**src/rtl/calc_pkg.sv**
```systemverilog
// Shared definitions for the calculator front-end key conditioner.
//   EDGE_*      : edge-selection codes for the EDGE_MODE parameter
//   rpt_state_e : per-channel auto-repeat state encoding
//   max2        : elaboration-time helper for counter sizing
package calc_pkg;

  localparam int EDGE_RISE = 0;
  localparam int EDGE_FALL = 1;
  localparam int EDGE_BOTH = 2;

  typedef enum logic [1:0] {
    RPT_IDLE   = 2'd0,
    RPT_WAIT   = 2'd1,
    RPT_REPEAT = 2'd2
  } rpt_state_e;

  function automatic int max2(input int a, input int b);
    return (a > b) ? a : b;
  endfunction

endpackage

```
**src/rtl/key_channel.sv**
```systemverilog
// One key channel: synchroniser, debouncer, edge detector and auto-repeat FSM.
// Ports:
//   clk    : system clock, rising edge
//   rst    : synchronous active-high reset
//   key_in : raw asynchronous key level, 1 = pressed
//   level  : debounced key level
//   pulse  : one-cycle event strobe (edge or auto-repeat)
//   rpt    : high with pulse when that pulse is an auto-repeat
//
// state      | meaning
// RPT_IDLE   | key released or repeat disabled; waiting for an accepted press
// RPT_WAIT   | key held; counting the initial repeat delay
// RPT_REPEAT | key held; emitting a repeat pulse every REPEAT_RATE cycles
module key_channel
  import calc_pkg::*;
#(
  parameter int SYNC_STAGES  = 2,
  parameter int DB_CYCLES    = 16,
  parameter int EDGE_MODE    = 0,
  parameter int REPEAT_DELAY = 0,
  parameter int REPEAT_RATE  = 8
) (
  input  logic clk,
  input  logic rst,
  input  logic key_in,
  output logic level,
  output logic pulse,
  output logic rpt
);

  localparam int CNT_W  = $clog2(DB_CYCLES + 1);
  localparam int RC_MAX = max2(REPEAT_DELAY, REPEAT_RATE);
  localparam int RC_W   = (RC_MAX < 1) ? 1 : $clog2(RC_MAX + 1);

  // Repeat logic is pointless when only releases are reported.
  localparam bit RPT_EN = (REPEAT_DELAY != 0) && (EDGE_MODE != EDGE_FALL);

  localparam int RD_LAST_I = (REPEAT_DELAY > 0) ? REPEAT_DELAY - 1 : 0;
  localparam int RR_LAST_I = (REPEAT_RATE  > 0) ? REPEAT_RATE  - 1 : 0;

  localparam logic [CNT_W-1:0] DB_LAST = CNT_W'(DB_CYCLES - 1);
  localparam logic [RC_W-1:0]  RD_LAST = RC_W'(RD_LAST_I);
  localparam logic [RC_W-1:0]  RR_LAST = RC_W'(RR_LAST_I);

  logic [SYNC_STAGES-1:0] sync_q, sync_d;
  logic [CNT_W-1:0]       cnt_q, cnt_d;
  logic                   level_q, level_d;
  logic                   pulse_q, rpt_q;
  rpt_state_e             state_q;
  logic [RC_W-1:0]        rc_q;

  logic s;
  logic rise, fall;
  logic edge_pulse;

  assign sync_d = {sync_q[SYNC_STAGES-2:0], key_in};
  assign s      = sync_q[SYNC_STAGES-1];

  // The level flips on the cycle the counter would reach DB_CYCLES, so the
  // counter itself only ever holds 0..DB_CYCLES-1.
  always_comb begin
    cnt_d   = '0;
    level_d = level_q;
    rise    = 1'b0;
    fall    = 1'b0;
    if (s != level_q) begin
      if (cnt_q == DB_LAST) begin
        level_d = s;
        rise    = s;
        fall    = ~s;
      end else begin
        cnt_d = cnt_q + 1'b1;
      end
    end
  end

  always_comb begin
    edge_pulse = 1'b0;
    if (EDGE_MODE == EDGE_RISE) begin
      edge_pulse = rise;
    end else if (EDGE_MODE == EDGE_FALL) begin
      edge_pulse = fall;
    end else begin
      edge_pulse = rise | fall;
    end
  end

  always_ff @(posedge clk) begin
    if (rst) begin
      sync_q  <= '0;
      cnt_q   <= '0;
      level_q <= 1'b0;
      pulse_q <= 1'b0;
      rpt_q   <= 1'b0;
      state_q <= RPT_IDLE;
      rc_q    <= '0;
    end else begin
      sync_q  <= sync_d;
      cnt_q   <= cnt_d;
      level_q <= level_d;
      pulse_q <= edge_pulse;
      rpt_q   <= 1'b0;

      // A release always wins over a repeat due on the same cycle.
      if (!RPT_EN || fall) begin
        state_q <= RPT_IDLE;
        rc_q    <= '0;
      end else begin
        case (state_q)
          RPT_IDLE: begin
            if (rise) begin
              state_q <= RPT_WAIT;
              rc_q    <= '0;
            end
          end
          RPT_WAIT: begin
            if (rc_q == RD_LAST) begin
              pulse_q <= 1'b1;
              rpt_q   <= 1'b1;
              rc_q    <= '0;
              state_q <= RPT_REPEAT;
            end else begin
              rc_q <= rc_q + 1'b1;
            end
          end
          RPT_REPEAT: begin
            if (rc_q == RR_LAST) begin
              pulse_q <= 1'b1;
              rpt_q   <= 1'b1;
              rc_q    <= '0;
            end else begin
              rc_q <= rc_q + 1'b1;
            end
          end
          default: begin
            state_q <= RPT_IDLE;
            rc_q    <= '0;
          end
        endcase
      end
    end
  end

  assign level = level_q;
  assign pulse = pulse_q;
  assign rpt   = rpt_q;

endmodule

```
**src/rtl/key_conditioner.sv**
```systemverilog
// Multi-channel keypad input conditioner. Each raw key input is synchronised,
// debounced, edge-detected and optionally auto-repeated; channels are
// fully independent.
// Ports:
//   clk   : system clock, rising edge
//   rst   : synchronous active-high reset
//   in    : raw asynchronous key levels, 1 = pressed
//   level : debounced key levels
//   pulse : one-cycle event strobes per channel
//   rpt   : marks pulses that are auto-repeats
module key_conditioner #(
  parameter int CH           = 4,
  parameter int SYNC_STAGES  = 2,
  parameter int DB_CYCLES    = 16,
  parameter int EDGE_MODE    = 0,
  parameter int REPEAT_DELAY = 0,
  parameter int REPEAT_RATE  = 8
) (
  input  logic          clk,
  input  logic          rst,
  input  logic [CH-1:0] in,
  output logic [CH-1:0] level,
  output logic [CH-1:0] pulse,
  output logic [CH-1:0] rpt
);

  for (genvar g = 0; g < CH; g++) begin : g_ch
    key_channel #(
      .SYNC_STAGES  (SYNC_STAGES),
      .DB_CYCLES    (DB_CYCLES),
      .EDGE_MODE    (EDGE_MODE),
      .REPEAT_DELAY (REPEAT_DELAY),
      .REPEAT_RATE  (REPEAT_RATE)
    ) u_ch (
      .clk    (clk),
      .rst    (rst),
      .key_in (in[g]),
      .level  (level[g]),
      .pulse  (pulse[g]),
      .rpt    (rpt[g])
    );
  end

endmodule

```
**config.mk**
```make
export PLATFORM = sky130hd
export DESIGN_NAME = key_conditioner
export DESIGN_NICKNAME = d
export VERILOG_FILES = /design/src/rtl/calc_pkg.sv /design/src/rtl/key_channel.sv /design/src/rtl/key_conditioner.sv
export SDC_FILE = /design/constraint.sdc
export NUM_CORES = 1
export LEC_CHECK = 0
export ABC_AREA = 1
export CAP_MARGIN = 15
export CORE_MARGIN = 5
export CORE_UTILIZATION = 57
export DETAILED_ROUTE_END_ITERATION = 10
export GPL_ROUTABILITY_DRIVEN = 0
export PLACE_DENSITY_LB_ADDON = 0.3
export SKIP_LAST_GASP = 1
export SYNTH_ARGS = -nofsm -noshare
export SYNTH_HDL_FRONTEND = slang
export SYNTH_SLANG_ARGS = --single-unit
```
**constraint.sdc**
```tcl
create_clock -name clk -period 3.55 [get_ports clk]
set_clock_uncertainty 0.05 [all_clocks]
set_input_delay 0.71 -clock clk [delete_from_list [all_inputs] [get_ports clk]]
set_output_delay 0.71 -clock clk [all_outputs]
set_load 0.02 [all_outputs]
```
After elaboration in Yosys (flattened, before gate mapping) --
Index checks and enable logic that the tools add are counted.
Word-level totals: register bits 36, bits in latches 0, bits in writable memories 0, bits in read-only memories 0, input port bits 6, output and inout bits 12, logic and storage cells 48, memories 0
Operators by class: add/sub/neg operators 4, multiply operators 0, divide/modulo/power cells 0, magnitude comparators 0, equality and inequality tests 8, shifts and indexed selects 0, multiplexer cells 0, bitwise logic cells 8, reductions and logical operators 12
Operators with widths (count):
- OR reduction 3 bit | 8
- adder 5 x 1 -> 5 bit (second input constant) | 4
- equality test 5 x 4 -> 1 bit (second input constant) | 4
- inverter 1 bit | 8
- AND reduction 2 bit | 4
- inequality test 1 bit | 4

Logic depth before layout (Yosys ltp) --
depth in word-level cells 3, gate-level depth with buffers 7, gate-level depth less buffers 7

By module --
From an unflattened synthesis, not the netlist that was laid out.
Second synthesis, totals: cells, all modules 176, area, all modules 1416.4 µm²
Modules (own cells, without submodules):
- key_channel | times used 4, cells each 44, area each 354.1 µm², seq. area each 180.2 µm²

Worst setup path after synthesis --
Ideal clock, no wire load.
path type register -> register, from register g_ch[2].u_ch.cnt_q[0], to register g_ch[2].u_ch.cnt_q[3], setup time 0.070 ns, data arrival time 1.153 ns, required time 3.430 ns, setup slack 2.277 ns, cell stages (with the launch flop) 8, path buffers 0, period minus slack after synthesis 1.273 ns, cell sequence dfxtp_1 -> ha_1 -> nand2_1 -> nor2_1 -> ha_1 -> nor2_1 -> nand3_2 -> a21oi_1
Between the ends: word-level cells in the longest chain between the ends 2, elaborated cells between the ends (all ways) 3, those cells by class 1 x add/sub; 1 x eq/ne; 1 x reduce/logical
RTL lines:
- from (decl) | line key_channel.sv:46 | logic [CNT_W-1:0] cnt_q, cnt_d;
- from (signal assigned) | line key_channel.sv:99 | cnt_q <= cnt_d;
- parallel branches: the longest is 2 deep, another holds adder 5 x 1 -> 5 bit
Parallel ways; which one is timed is not known. A chain may end at the register's enable or synchronous reset.

Worst setup path in the final report --
from register g_ch[0].u_ch.level_q, to output level[0]
RTL lines:
- from (decl) | line key_channel.sv:47 | logic level_q, level_d;
- from (signal assigned) | line key_channel.sv:100 | level_q <= level_d;
- to (decl) | line key_conditioner.sv:22 | output logic [CH-1:0] level,
No word-level cell between the ends.

==> impl_metrics.py <==
metrics = {
    "hold_path": {
        "hold_class": "reg2reg",
        "hold_depth": 2,
        "hold-path-endpoint": "g_ch[3].u_ch.sync_q[1]",
        "hold_start": "g_ch[3].u_ch.sync_q[0]",
    },
    "power_and_ir_drop": {
        "vdd_drop_max_mv": 0.374,
        "seqPwrFrac": 0.624,
        "p_sw_w": 0.000145,
        "p_int_w": 0.000516,
        "p_leak_nw": 0.618,
        "powerDensity_nw_per_um2": 413,
        "p_clk_frac": 0.339,
        "pwr-share-comb": 0.037,
        "switching_share": 0.219,
    },
    "placed_design": {
        "dp_hpwl_um": 1630,
        "placed_area_um2": 1540,
        "io_buffers": 13,
    },
    "synthesis": {
        "yosysWarnings": 0,
        "syn-instance-count": 174,
        "yosysSeqAreaShare": 0.494,
        "synth_seq_cells": 36,
        "netlist_area_um2": 1460,
        "synth.distinct_cells": 19,
        "avgSynthCellArea_um2": 8.38,
    },
    "setup_path": {
        "crit_path_cell_trace": "clkdlybuf4s50_1",
        "endpoint_kind": "output pin",
        "r2r_slack_ns": 2.11,
        "cp_slowest_cell": "clkdlybuf4s50_1",
        "path_max_fanout": 5,
        "crit_required_ns": 2.79,
        "worstSetupPathType": "reg2out",
        "reg2reg_depth": 7,
        "critical-path-top-delay-family": "buffers and inverters",
        "path_buf_inv": 1,
        "cp.arrival_ns": 1.37,
        "cpPeakStageDelay_ns": 0.63,
        "r2r-start": "g_ch[2].u_ch.cnt_q[0]",
        "startpoint_type": "register",
        "r2r-end": "g_ch[2].u_ch.cnt_q[3]",
    },
    "clock_tree": {
        "cts_sinks": 36,
        "cts.clk_slew.worst_paths_ns": 0.10,
        "insertion_delay_ns": 0.34,
        "cts_made_buffers": 5,
        "clockBufferDepth": 2,
        "cts-resized-gates": 0,
        "cts_hold_buf": 0,
        "htreeDepth": 2,
        "cts_tree": "done",
        "clockRootBuffer": "clkbuf_4",
        "post_cts_buffers": 0,
    },
    "timing": {
        "fmax_ghz": 0.470,
        "finalSetupTns_ns": 0,
        "grt_setup_unrepaired": "false",
        "drv_slew": 0,
        "setup_viol": 0,
        "hold_violations": 0,
        "post-route-min-period_ns": 2.13,
        "fin_crit_sh": 0.599,
    },
    "floorplan": {
        "pin_count": 18,
        "rows": 18,
        "core_um2": 2450,
        "initial_core_util": 0.594,
        "die_area_um2": 3670,
        "dieHeight_um": 60.6,
        "die_x_um": 60.6,
    },
    "grt": {
        "grt.total_usage": 0.138,
        "grt_pass1_wl_um": 3620,
        "antenna_found_initial": 0,
        "grt_pass1_vias": 949,
        "overflow": 0,
        "grt_max_degree": 15,
    },
    "finish": {
        "diodes": 0,
        "fin_area_um2": 1600,
        "final_core_util": 0.652,
        "syn_to_final_growth_pct": 9.78,
        "nNetsFinal": 198,
        "layout-drive-gt1-share": 0.0649,
    },
    "route": {
        "first_iter_violations": 58,
        "wirelength_um": 2140,
        "antenna_left": 0,
        "num_vias": 1020,
        "drt_pre_antenna_iters": 4,
        "post-route-drc-count": 0,
        "wl_per_cell_um": 9.96,
        "met3WireLength_um": 155,
        "wl_met1_um": 853,
        "vias_per_cell": 4.74,
        "top_layer": "met4",
        "wl_met2_um": 1080,
    },
    "job": {
        "drv_cap": 0,
    },
    "run_status": {
        "status": "complete, no violations",
    },
}
-- power groups by stage --
stage	clock network, W	logic (W)	registers [W]
3_3_place_gp	0	0.0000238	0.000421
6_report	0.000224	0.0000246	0.000412
5_1_grt	0.000249	0.0000278	0.000413
2_1_floorplan	0	0.0000200	0.000421
3_5_place_dp	0	0.0000248	0.000422
4_1_cts	0.000232	0.0000249	0.000412
-- cell type report --
class | instances | area, um2
Clock buffer | 8 | 58.8
Fill cell | 230 | 853
Inverter | 31 | 116
Multi-Input combinational cell | 97 | 538
Sequential cell | 36 | 721
Tap cell | 30 | 37.5
Timing Repair Buffer | 13 | 130
-- worst max path at each step --
stage	cells after the start	endpoint	slack [ns]	start
6_report	1	level[0]	1.42	g_ch[0].u_ch.level
5_1_grt	1	level[1]	1.34	g_ch[1].u_ch.level
4_1_cts	1	level[1]	1.39	g_ch[1].u_ch.level
3_5_place_dp	4	g_ch[0].u_ch.level	1.50	rst
3_3_place_gp	4	g_ch[1].u_ch.level	1.53	rst
2_1_floorplan	7	g_ch[2].u_ch.cnt_q[3]	2.28	g_ch[2].u_ch.cnt_q[0]
-- stage by stage --
stage | cells | power [W] | hold WS [ns] | setup WS, ns
4_1_cts | 215 | 0.000669 | 0.360 | 1.39
5_1_grt | 215 | 0.000691 | 0.379 | 1.34
3_5_place_dp | 207 | 0.000447 | 0.346 | 1.50
6_report | 215 | 0.000661 | 0.360 | 1.42
3_3_place_gp | 207 | 0.000445 | 0.340 | 1.53
2_1_floorplan | 177 | 0.000441 | 0.338 | 2.28
-- cell usage in the layout (no fill, tap or decap), types with 4 or more instances in the layout --
cell	netlist	routed
conb_1	1	4
nand2_1	22	22
xnor2_1	4	4
ha_1	8	8
dfxtp_1	36	36
clkbuf_4	0	5
nand4_1	4	4
nor2_1	34	34
inv_1	30	30
nand3_1	7	7
clkdlybuf4s50_1	0	13
-- cell usage after synthesis, drive strengths merged --
cell type  number  area, um2
xnor2           4       35.0
nor2           34        128
nand4           6       67.6
or2             1       6.26
a21oi           4       23.8
dfxtp          36        721
nor3            2       10.0
nand2          22       82.6
ha              8        100
inv            31        116
nand3           9       55.1
o21ai           3       15.0
conb            1       3.75
buf            13       95.1
-- metal layers --
metal / GRT usage / up-vias
met2: 0.255 / 25
met5: 0 / -
li1: - / 535
met1: 0.124 / 453
met4: 0.0836 / 0
met3: 0.0574 / 7
-- kinds of logic after synthesis --
| group | after synthesis | synth area share |
|---|---|---|
| AOI/OAI and AO/OA | 7 | 0.0266 |
| xor gates and xnor gates | 4 | 0.0240 |
| DFF | 36 | 0.494 |
| other | 1 | 0.00257 |
| and+or+nand+nor | 74 | 0.239 |
| adders and majority gates | 8 | 0.0686 |
| buffers and inverters | 44 | 0.145 |
-- flip-flops by register name (all words and copies together) (netlist names) --
| register | cells |
|---|---|
| g_ch.u_ch.cnt_q | 20 |
| g_ch.u_ch.level | 4 |
| g_ch.u_ch.pulse | 4 |
| g_ch.u_ch.sync_q | 8 |
No activity file was read; power rests on OpenSTA's default activity.
